<file path="config.mk">
export PLATFORM = sky130hd
export DESIGN_NAME = sprite_mover
export DESIGN_NICKNAME = d
export VERILOG_FILES = /design/src/rtl/sprite_mover_pkg.sv /design/src/rtl/sprite_mover_axis_stepper.sv /design/src/rtl/sprite_mover.sv
export SDC_FILE = /design/constraint.sdc
export NUM_CORES = 1
export LEC_CHECK = 0
export ABC_AREA = 1
export BUFFER_PORTS_ARGS = -buffer_cell sky130_fd_sc_hd__buf_4
export CORE_ASPECT_RATIO = 1.25
export CORE_MARGIN = 8
export CORE_UTILIZATION = 30
export CTS_CLUSTER_SIZE = 12
export DETAILED_ROUTE_END_ITERATION = 7
export GPL_ROUTABILITY_DRIVEN = 0
export PLACE_DENSITY = 0.51
export SLEW_MARGIN = 20
export SYNTH_ARGS = -nofsm -noshare
export SYNTH_HDL_FRONTEND = slang
export SYNTH_HIERARCHICAL = 1
export SYNTH_SLANG_ARGS = --single-unit
export TNS_END_PERCENT = 10
</file>
<file path="constraint.sdc">
create_clock -name frame_clk -period 2.37 [get_ports frame_clk]
set_clock_uncertainty 0.05 [all_clocks]
set_input_delay 0.474 -clock frame_clk [delete_from_list [all_inputs] [get_ports frame_clk]]
set_output_delay 0.474 -clock frame_clk [all_outputs]
set_load 0.005 [all_outputs]
</file>
<file path="src/rtl/sprite_mover_pkg.sv">
// Shared types, keycodes and the per-axis key decode for the sprite mover.
package sprite_pkg;

  localparam logic [7:0] KEY_W = 8'h1A;
  localparam logic [7:0] KEY_A = 8'h04;
  localparam logic [7:0] KEY_S = 8'h16;
  localparam logic [7:0] KEY_D = 8'h07;

  typedef enum logic [1:0] {
    UP    = 2'd0,
    DOWN  = 2'd1,
    LEFT  = 2'd2,
    RIGHT = 2'd3
  } dir_t;

  typedef enum logic {
    IDLE = 1'b0,
    RUN  = 1'b1
  } mover_state_t;

  typedef logic signed [1:0] axis_dir_t;

  localparam axis_dir_t AXIS_NEG  = 2'sb11;
  localparam axis_dir_t AXIS_ZERO = 2'sb00;
  localparam axis_dir_t AXIS_POS  = 2'sb01;

  // Opposing keys cancel; a code present on both inputs still counts once.
  function automatic axis_dir_t decode_axis(input logic [7:0] k0, input logic [7:0] k1,
                                            input logic [7:0] neg_key, input logic [7:0] pos_key);
    logic neg, pos;
    neg = (k0 == neg_key) || (k1 == neg_key);
    pos = (k0 == pos_key) || (k1 == pos_key);
    if (neg && !pos) return AXIS_NEG;
    if (pos && !neg) return AXIS_POS;
    return AXIS_ZERO;
  endfunction

endpackage

</file>
<file path="src/rtl/sprite_mover_axis_stepper.sv">
// One axis of sprite motion: step, then clamp (default) or wrap (SPRITE_WRAP_EN).
module axis_stepper
  import sprite_pkg::*;
#(
  parameter int COORD_W = 10,
  parameter int MIN     = 0,
  parameter int MAX     = 479,
  parameter int SIZE    = 10,
  parameter int STEP    = 1
) (
  input  logic [COORD_W-1:0] pos,
  input  axis_dir_t          dir,
  input  logic               tick,
  output logic [COORD_W-1:0] next_pos,
  output logic               lo,
  output logic               hi
);

  localparam int W = COORD_W + 2;
  localparam logic signed [W-1:0] LIM_LO = W'(MIN + SIZE);
  localparam logic signed [W-1:0] LIM_HI = W'(MAX - SIZE);
  localparam logic signed [W-1:0] STEP_S = W'(STEP);
`ifdef SPRITE_WRAP_EN
  localparam logic signed [W-1:0] ONE_S  = W'(1);
`endif

  logic signed [W-1:0] cand;
  logic signed [W-1:0] bounded;

  always_comb begin
    cand = $signed({2'b00, pos});
    if (dir == AXIS_POS)      cand = cand + STEP_S;
    else if (dir == AXIS_NEG) cand = cand - STEP_S;

    bounded = cand;
`ifdef SPRITE_WRAP_EN
    // Overshoot of k pixels re-enters k-1 pixels inside the opposite limit.
    if (cand > LIM_HI)      bounded = LIM_LO + (cand - LIM_HI - ONE_S);
    else if (cand < LIM_LO) bounded = LIM_HI - (LIM_LO - cand - ONE_S);
`else
    if (cand > LIM_HI)      bounded = LIM_HI;
    else if (cand < LIM_LO) bounded = LIM_LO;
`endif

    next_pos = tick ? COORD_W'(bounded) : pos;
  end

`ifdef SPRITE_WRAP_EN
  assign lo = 1'b0;
  assign hi = 1'b0;
`else
  assign lo = (next_pos == COORD_W'(MIN + SIZE));
  assign hi = (next_pos == COORD_W'(MAX - SIZE));
`endif

endmodule

</file>
<file path="src/rtl/sprite_mover.sv">
// Keyboard-driven sprite position generator on the VGA frame clock.
// Optional wrap-around playfield enabled by defining SPRITE_WRAP_EN.
module sprite_mover
  import sprite_pkg::*;
#(
  parameter int COORD_W   = 10,
  parameter int X_MIN     = 0,
  parameter int X_MAX     = 479,
  parameter int Y_MIN     = 0,
  parameter int Y_MAX     = 479,
  parameter int X_START   = 320,
  parameter int Y_START   = 240,
  parameter int SIZE      = 10,
  parameter int STEP      = 1,
  parameter int FRAME_DIV = 1
) (
  input  logic               frame_clk,
  input  logic               Reset,
  input  logic [7:0]         keycode0,
  input  logic [7:0]         keycode1,
  output logic [COORD_W-1:0] pos_x,
  output logic [COORD_W-1:0] pos_y,
  output logic [COORD_W-1:0] size,
  output logic [1:0]         facing,
  output logic               moving,
  output logic [3:0]         at_edge
);

  localparam logic [7:0] DIV_LAST = 8'(FRAME_DIV - 1);
`ifdef SPRITE_WRAP_EN
  localparam logic [3:0] EDGE_RST = 4'b0000;
`else
  localparam logic [3:0] EDGE_RST = {Y_START == Y_MIN + SIZE, Y_START == Y_MAX - SIZE,
                                     X_START == X_MIN + SIZE, X_START == X_MAX - SIZE};
`endif

  generate
    if (X_START < X_MIN + SIZE || X_START > X_MAX - SIZE ||
        Y_START < Y_MIN + SIZE || Y_START > Y_MAX - SIZE ||
        STEP < 1 || STEP > SIZE || FRAME_DIV < 1 || FRAME_DIV > 255) begin : g_bad_params
      $error("sprite_mover: illegal parameter combination");
    end
  endgenerate

  axis_dir_t          dx, dy;
  logic               active, tick, moving_next;
  mover_state_t       state, state_next;
  logic [7:0]         divider, divider_next, cur_div;
  dir_t               facing_q, facing_next;
  logic [COORD_W-1:0] next_x, next_y;
  logic               x_lo, x_hi, y_lo, y_hi;

  assign dx     = decode_axis(keycode0, keycode1, KEY_A, KEY_D);
  assign dy     = decode_axis(keycode0, keycode1, KEY_W, KEY_S);
  assign active = (dx != AXIS_ZERO) || (dy != AXIS_ZERO);

  always_comb begin
    state_next   = IDLE;
    divider_next = '0;
    tick         = 1'b0;
    facing_next  = facing_q;
    // Counting always restarts from zero on the first edge out of IDLE.
    cur_div      = (state == RUN) ? divider : '0;

    if (active) begin
      state_next = RUN;
      if (cur_div == DIV_LAST) tick = 1'b1;
      else                     divider_next = cur_div + 8'd1;
    end

    if (dx != AXIS_ZERO)      facing_next = (dx == AXIS_NEG) ? LEFT : RIGHT;
    else if (dy != AXIS_ZERO) facing_next = (dy == AXIS_NEG) ? UP : DOWN;
  end

  axis_stepper #(
    .COORD_W(COORD_W), .MIN(X_MIN), .MAX(X_MAX), .SIZE(SIZE), .STEP(STEP)
  ) u_step_x (
    .pos(pos_x), .dir(dx), .tick(tick), .next_pos(next_x), .lo(x_lo), .hi(x_hi)
  );

  axis_stepper #(
    .COORD_W(COORD_W), .MIN(Y_MIN), .MAX(Y_MAX), .SIZE(SIZE), .STEP(STEP)
  ) u_step_y (
    .pos(pos_y), .dir(dy), .tick(tick), .next_pos(next_y), .lo(y_lo), .hi(y_hi)
  );

  assign moving_next = (next_x != pos_x) || (next_y != pos_y);

  always_ff @(posedge frame_clk or posedge Reset) begin
    if (Reset) begin
      state    <= IDLE;
      divider  <= '0;
      pos_x    <= COORD_W'(X_START);
      pos_y    <= COORD_W'(Y_START);
      facing_q <= RIGHT;
      moving   <= 1'b0;
      at_edge  <= EDGE_RST;
    end else begin
      state    <= state_next;
      divider  <= divider_next;
      pos_x    <= next_x;
      pos_y    <= next_y;
      facing_q <= facing_next;
      moving   <= moving_next;
      at_edge  <= {y_lo, y_hi, x_lo, x_hi};
    end
  end

  assign facing = facing_q;
  assign size   = COORD_W'(SIZE);

endmodule

</file>
# After elaboration in Yosys (flattened, before gate mapping)
# Index checks and enable logic that the tools add are counted.
# classes
order_cmp,4
addsub,5
mux,34
eq_ne,18
reduce_logical,18
# op_table
cell,count
two-way mux 10 bit,6
two-way mux 12 bit,4
"== test 8 x 3 -> 1 bit, second input constant",4
"== test 8 x 5 -> 1 bit, second input constant",4
"> comparator 12 x 10 -> 1 bit, second input constant",2
"less-than comparator 12 x 5 -> 1 bit, second input constant",2
two-way mux 8 bit,3
"adder 10 x 1 -> 11 bit, second input constant",2
"subtractor 10 x 1 -> 11 bit, second input constant",2
"== test 10 x 4 -> 1 bit, second input constant",2
"== test 10 x 9 -> 1 bit, second input constant",2
two-way mux 2 bit,10
inequality test 10 bit,2
two-way mux 1 bit,11
"adder 8 x 1 -> 8 bit, second input constant",1
zero test 8 bit,1
logical OR 1 bit,6
nonzero test 2 bit,3
"== test 2 x 1 -> 1 bit, second input constant",2
"== test 2 bit, second input constant",2
logical AND 1 bit,4
zero test 1 bit,4
# totals
wordCells,86
out_inout_bits,37
regBits,36

# Logic depth before layout (Yosys ltp)
# depth
depth_word,17
depth_mapped,30
mapped_depth_nobuf,30

# Cells and area by module
# The synthesis kept the hierarchy.
# by_module_without_submodules
module,cells_per_inst,n_inst,area_per_inst_um2,seq_area_each_um2
sprite_mover,238,1,1890.6,910.9
axis_stepper at u_step_x,194,1,939.7,0.0
axis_stepper at u_step_y,198,1,903.4,0.0

# Worst setup path after synthesis
# No wires, ideal clock.
# synth_path
path_type,input -> register
start,input keycode1[7]
end,register moving
required_time_ns,2.195
setup_time_ns,0.125
t_arrival_ns,2.913
slack_ns,-0.718
path_buffers,0
path_stages,27
path_cell_list,nor2_1 -> nand2_1 -> nor4_1 -> a21oi_1 -> ha_1 -> inv_1 -> nand2_2 -> nor2_2 -> nand3_2 -> nand2_2 -> nand2_2 -> nand2_2 -> nand2_2 -> nor2_1 -> nand2_1 -> nand2_2 -> nand2_4 -> nand3_1 -> nand2_1 -> inv_1 -> inv_1 -> nand2_1 -> nand2_1 -> nor2_1 -> nand2_1 -> nor2_1 -> nand3_1
# synth_between
elab_chain_len,17
# synth_rtl
element,line,rtl
start: declaration,sprite_mover.sv:20,"input logic [7:0] keycode1,"
== test 8 x 3 -> 1 bit,sprite_mover_pkg.sv:31,neg = (k0 == neg_key) || (k1 == neg_key);
logical OR 1 bit,sprite_mover_pkg.sv:31,
zero test 1 bit,sprite_mover_pkg.sv:34,if (pos && !neg) return AXIS_POS;
logical AND 1 bit,sprite_mover_pkg.sv:34,
two-way mux 1 bit (2 in series),sprite_mover_pkg.sv:34,
two-way mux 2 bit,sprite_mover_pkg.sv:35,return AXIS_ZERO;
two-way mux 2 bit (*),sprite_mover_pkg.sv:34,
net dx[0],sprite_mover.sv:45,"axis_dir_t dx, dy;"
[... 3 more ...],n/a,
less-than comparator 12 x 5 -> 1 bit,sprite_mover_axis_stepper.sv:42,else if (cand < LIM_LO) bounded = LIM_LO;
two-way mux 10 bit,sprite_mover_axis_stepper.sv:42,
two-way mux 10 bit,sprite_mover_axis_stepper.sv:41,if (cand > LIM_HI) bounded = LIM_HI;
two-way mux 10 bit (*),sprite_mover_axis_stepper.sv:45,next_pos = tick ? COORD_W'(bounded) : pos;
net next_x[0],sprite_mover.sv:50,"logic [COORD_W-1:0] next_x, next_y;"
inequality test 10 bit (*),sprite_mover.sv:87,assign moving_next = (next_x != pos_x) || (next_y != pos_y);
logical OR 1 bit (*),sprite_mover.sv:87,
net moving_next,sprite_mover.sv:46,"logic active, tick, moving_next;"
end signal: assignment,sprite_mover.sv:104,moving <= moving_next;
end: declaration,sprite_mover.sv:25,"output logic moving,"
# The timed path passes the listed nets; every way through them passes the cells marked *. The select of a mux whose other input is x is not followed.
# A chain may end at the register's enable or synchronous reset.

# Final worst setup path
# layout_path
start,input keycode1[4]
end,register moving
# Same word-level chain as after synthesis.

==> flow_summary.toml <==
[clock_network]
cts.clk_slew.worst_paths_ps = 60
clk_path_buf_depth = 2
cts_tree = "built"
clock_latency_ps = 280
cts_htree_levels = 2
cts_made_buffers = 5
cts_root_buf = "clkbuf_16"
cts.sinks = 36
holdBufCountCts = 0

[floorplanning]
die_area_sq_um = 16290
chipHeight_um = 140.7
start_util_pct = 30.70
design.portCount = 55
core.rowCount = 45
die-width_um = 115.8
coreArea_sq_um = 12160

[outcome]
violations = "negative setup slack"
outcome = "finished with violations"

[placement]
io_buffers = 44
dp_hpwl_um = 9139
dpl_cell_area_sq_um = 5151

[synth]
syn_area_sq_um = 3734
synth_edf_count = 0
avgSynthCellArea_sq_um = 5.926
ys_seq_area_share_pct = 24.40
synth.most_common_cell = "nand2_1"
ys_warn_count = 6
ys_ff_latch = 36
synth-main-ff-cell = "dfrtp_1"
synthArstFlopShare_pct = 100.0
synth_commonest_cells = "nand2_1 (190), nor2_1 (107), inv_1 (103), nand3_1 (66), dfrtp_1 (28)"
synth_top_cell_area_share_pct = 19.10
synth_top_area_cell = "nand2_1"
synth_cell_types = 31
syn-instance-count = 630
synth_area_leaders = "nand2_1 (19%), dfrtp_1 (19%), nor2_1 (11%)"

[sta]
period_share_pct = 139.1
finalSetupViolCount = 23
worst_slack_ps = -926.2
slew_viol_final = 0
fmax_mhz = 303.4
grt_setup_unrepaired = "true"
timing.hold.ws_ps = 250.7
period_needed_ps = 3296
hold_viol = 0
fin_tns_setup_ps = -10950

[power_and_ir_drop]
power_mw = 2.899
leakagePower_nw = 3.320
power_density_nw_per_um2 = 508.7
vdd_drop_max_mv = 0.2625

[final_layout]
fin_nets = 841
drive_gt1_share_pct = 41.28
post-route-cell-area_sq_um = 5699
ff_latch_area_sq_um = 910.9
diodes = 0
fillers = 1342
multiInputGateArea_sq_um = 2618
final_util_pct = 46.86
area_growth_pct = 52.65

[worst_setup_path]
crit_type = "in2reg"
rr_endpoint = "moving"
endpoint_kind = "register"
arrival_ps = 3400
reg2reg_from = "pos_x[1]"
r2r_cells = 22
required_ps = 2480
cp_max_fo = 7
cpMaxStageDelayCell = "ha_2"
timing.critical_path.mode_cell = "nand2_1"
r2r_setup_slack_ps = -430
max_stage_delay_ps = 240
critPathLaunchType = "input port"

[drt]
drt_iter0_drc = 168
vias = 4287
viasPerCell = 4.383
routed_wl_um = 11280
wl_per_cell_um = 11.53
antenna_left = 0
drc = 0
drtPass1Iterations = 5

[global_routing]
grt_max_degree = 37
gr-total-overflow = 0
grt_pass1_vias = 4320
antenna_found_initial = 0
grtUsageTotal_pct = 14.00
grt_pass1_wl_um = 18950

[worst_hold_path]
hold_path_class = "in2async"

[flow_run]
max_cap_violations = 0
sequential cells by signal, indices dropped and copies added, names as in the netlist:
| register | cells |
|---|---|
| pos_x | 10 |
| pos_y | 10 |
| divider | 8 |
| at_edge | 4 |
| facing | 2 |
| moving | 1 |
| state | 1 |
worst max-delay path by stage:
stage | start | endpoint | cells past startpoint
after floorplan | keycode1[7] | moving | 27
after global placement | keycode1[3] | moving | 28
after detailed placement | keycode1[3] | moving | 27
after CTS | keycode1[3] | moving | 29
after global routing | keycode1[3] | moving | 30
final | keycode1[4] | moving | 27
cell type report:
type                       count  area share [%]
clock buffer                   8           2.569
inverter                     110           7.420
multi-input combinational    479           45.93
sequential                    36           15.98
tap                          164           3.600
timing repair buffer         181           24.50
logic make-up (layout without fill, tap and decap cells):
kind of cell	Yosys count	after routing	synth area share [%]
AOI/OAI and AO/OA	13	13	2.279
xor gates and xnor gates	10	10	2.346
adders and majority gates	10	10	3.351
buffers and inverters	123	299	13.77
DFF	36	36	24.40
other	2	10	0.2011
and+or+nand+nor	436	436	53.65
power breakdown:
part	internal (mW)	switching (mW)
logic	0.713	0.713
registers	0.715	0.0867
clock network	0.420	0.251
worst max-delay path: cells and delay by family:
| family | cells | cell delay, ps |
|---|---|---|
| AND/OR/NAND/NOR | 18 | 1770 |
| buffers and inverters | 5 | 640 |
| AO/OA/AOI/OAI | 2 | 140 |
| adder cells (fa/ha/maj) | 1 | 240 |
| XOR/XNOR | 1 | 140 |
per-layer routing:
layer | vias up | part of all wire [%] | track usage, %
li1 | 2261 | - | -
met1 | 1946 | 42 | 15.75
met2 | 67 | 53 | 26.53
met3 | 13 | 3.7 | 1.410
met4 | 0 | 1.9 | 4.244
met5 | - | 0 | 0
what timing repair did:
item,in CTS,in global routing
endpoints found under the hold margin,0,0
buffers inserted,1,13
endpoints found under the setup margin,25,25
pin swaps,1,41
gates resized for setup,13,80
layout by cell type (no fill, tap or decap), types with 6 or more instances in the layout:
master | Yosys | layout
nor2_4 | 5 | 7
inv_1 | 103 | 86
nand3_1 | 66 | 56
buf_6 | 1 | 8
inv_2 | 7 | 21
nand2_1 | 190 | 169
ha_1 | 10 | 7
nand3_2 | 11 | 18
conb_1 | 2 | 10
nand2_4 | 4 | 9
dfrtp_1 | 28 | 28
buf_4 | 12 | 172
nor2_2 | 12 | 23
nand4_1 | 6 | 6
nand2_2 | 24 | 40
dfstp_2 | 8 | 8
nor2_1 | 107 | 94
through the flow:
stage / setup WS (ps) / cells
3_5_place_dp: -1300 / 957
2_1_floorplan: -616.1 / 638
6_report: -926.2 / 978
4_1_cts: -912.0 / 966
5_1_grt: -1193 / 978
3_3_place_gp: -1197 / 957
Note: power is estimated with default switching activity, not from simulation.
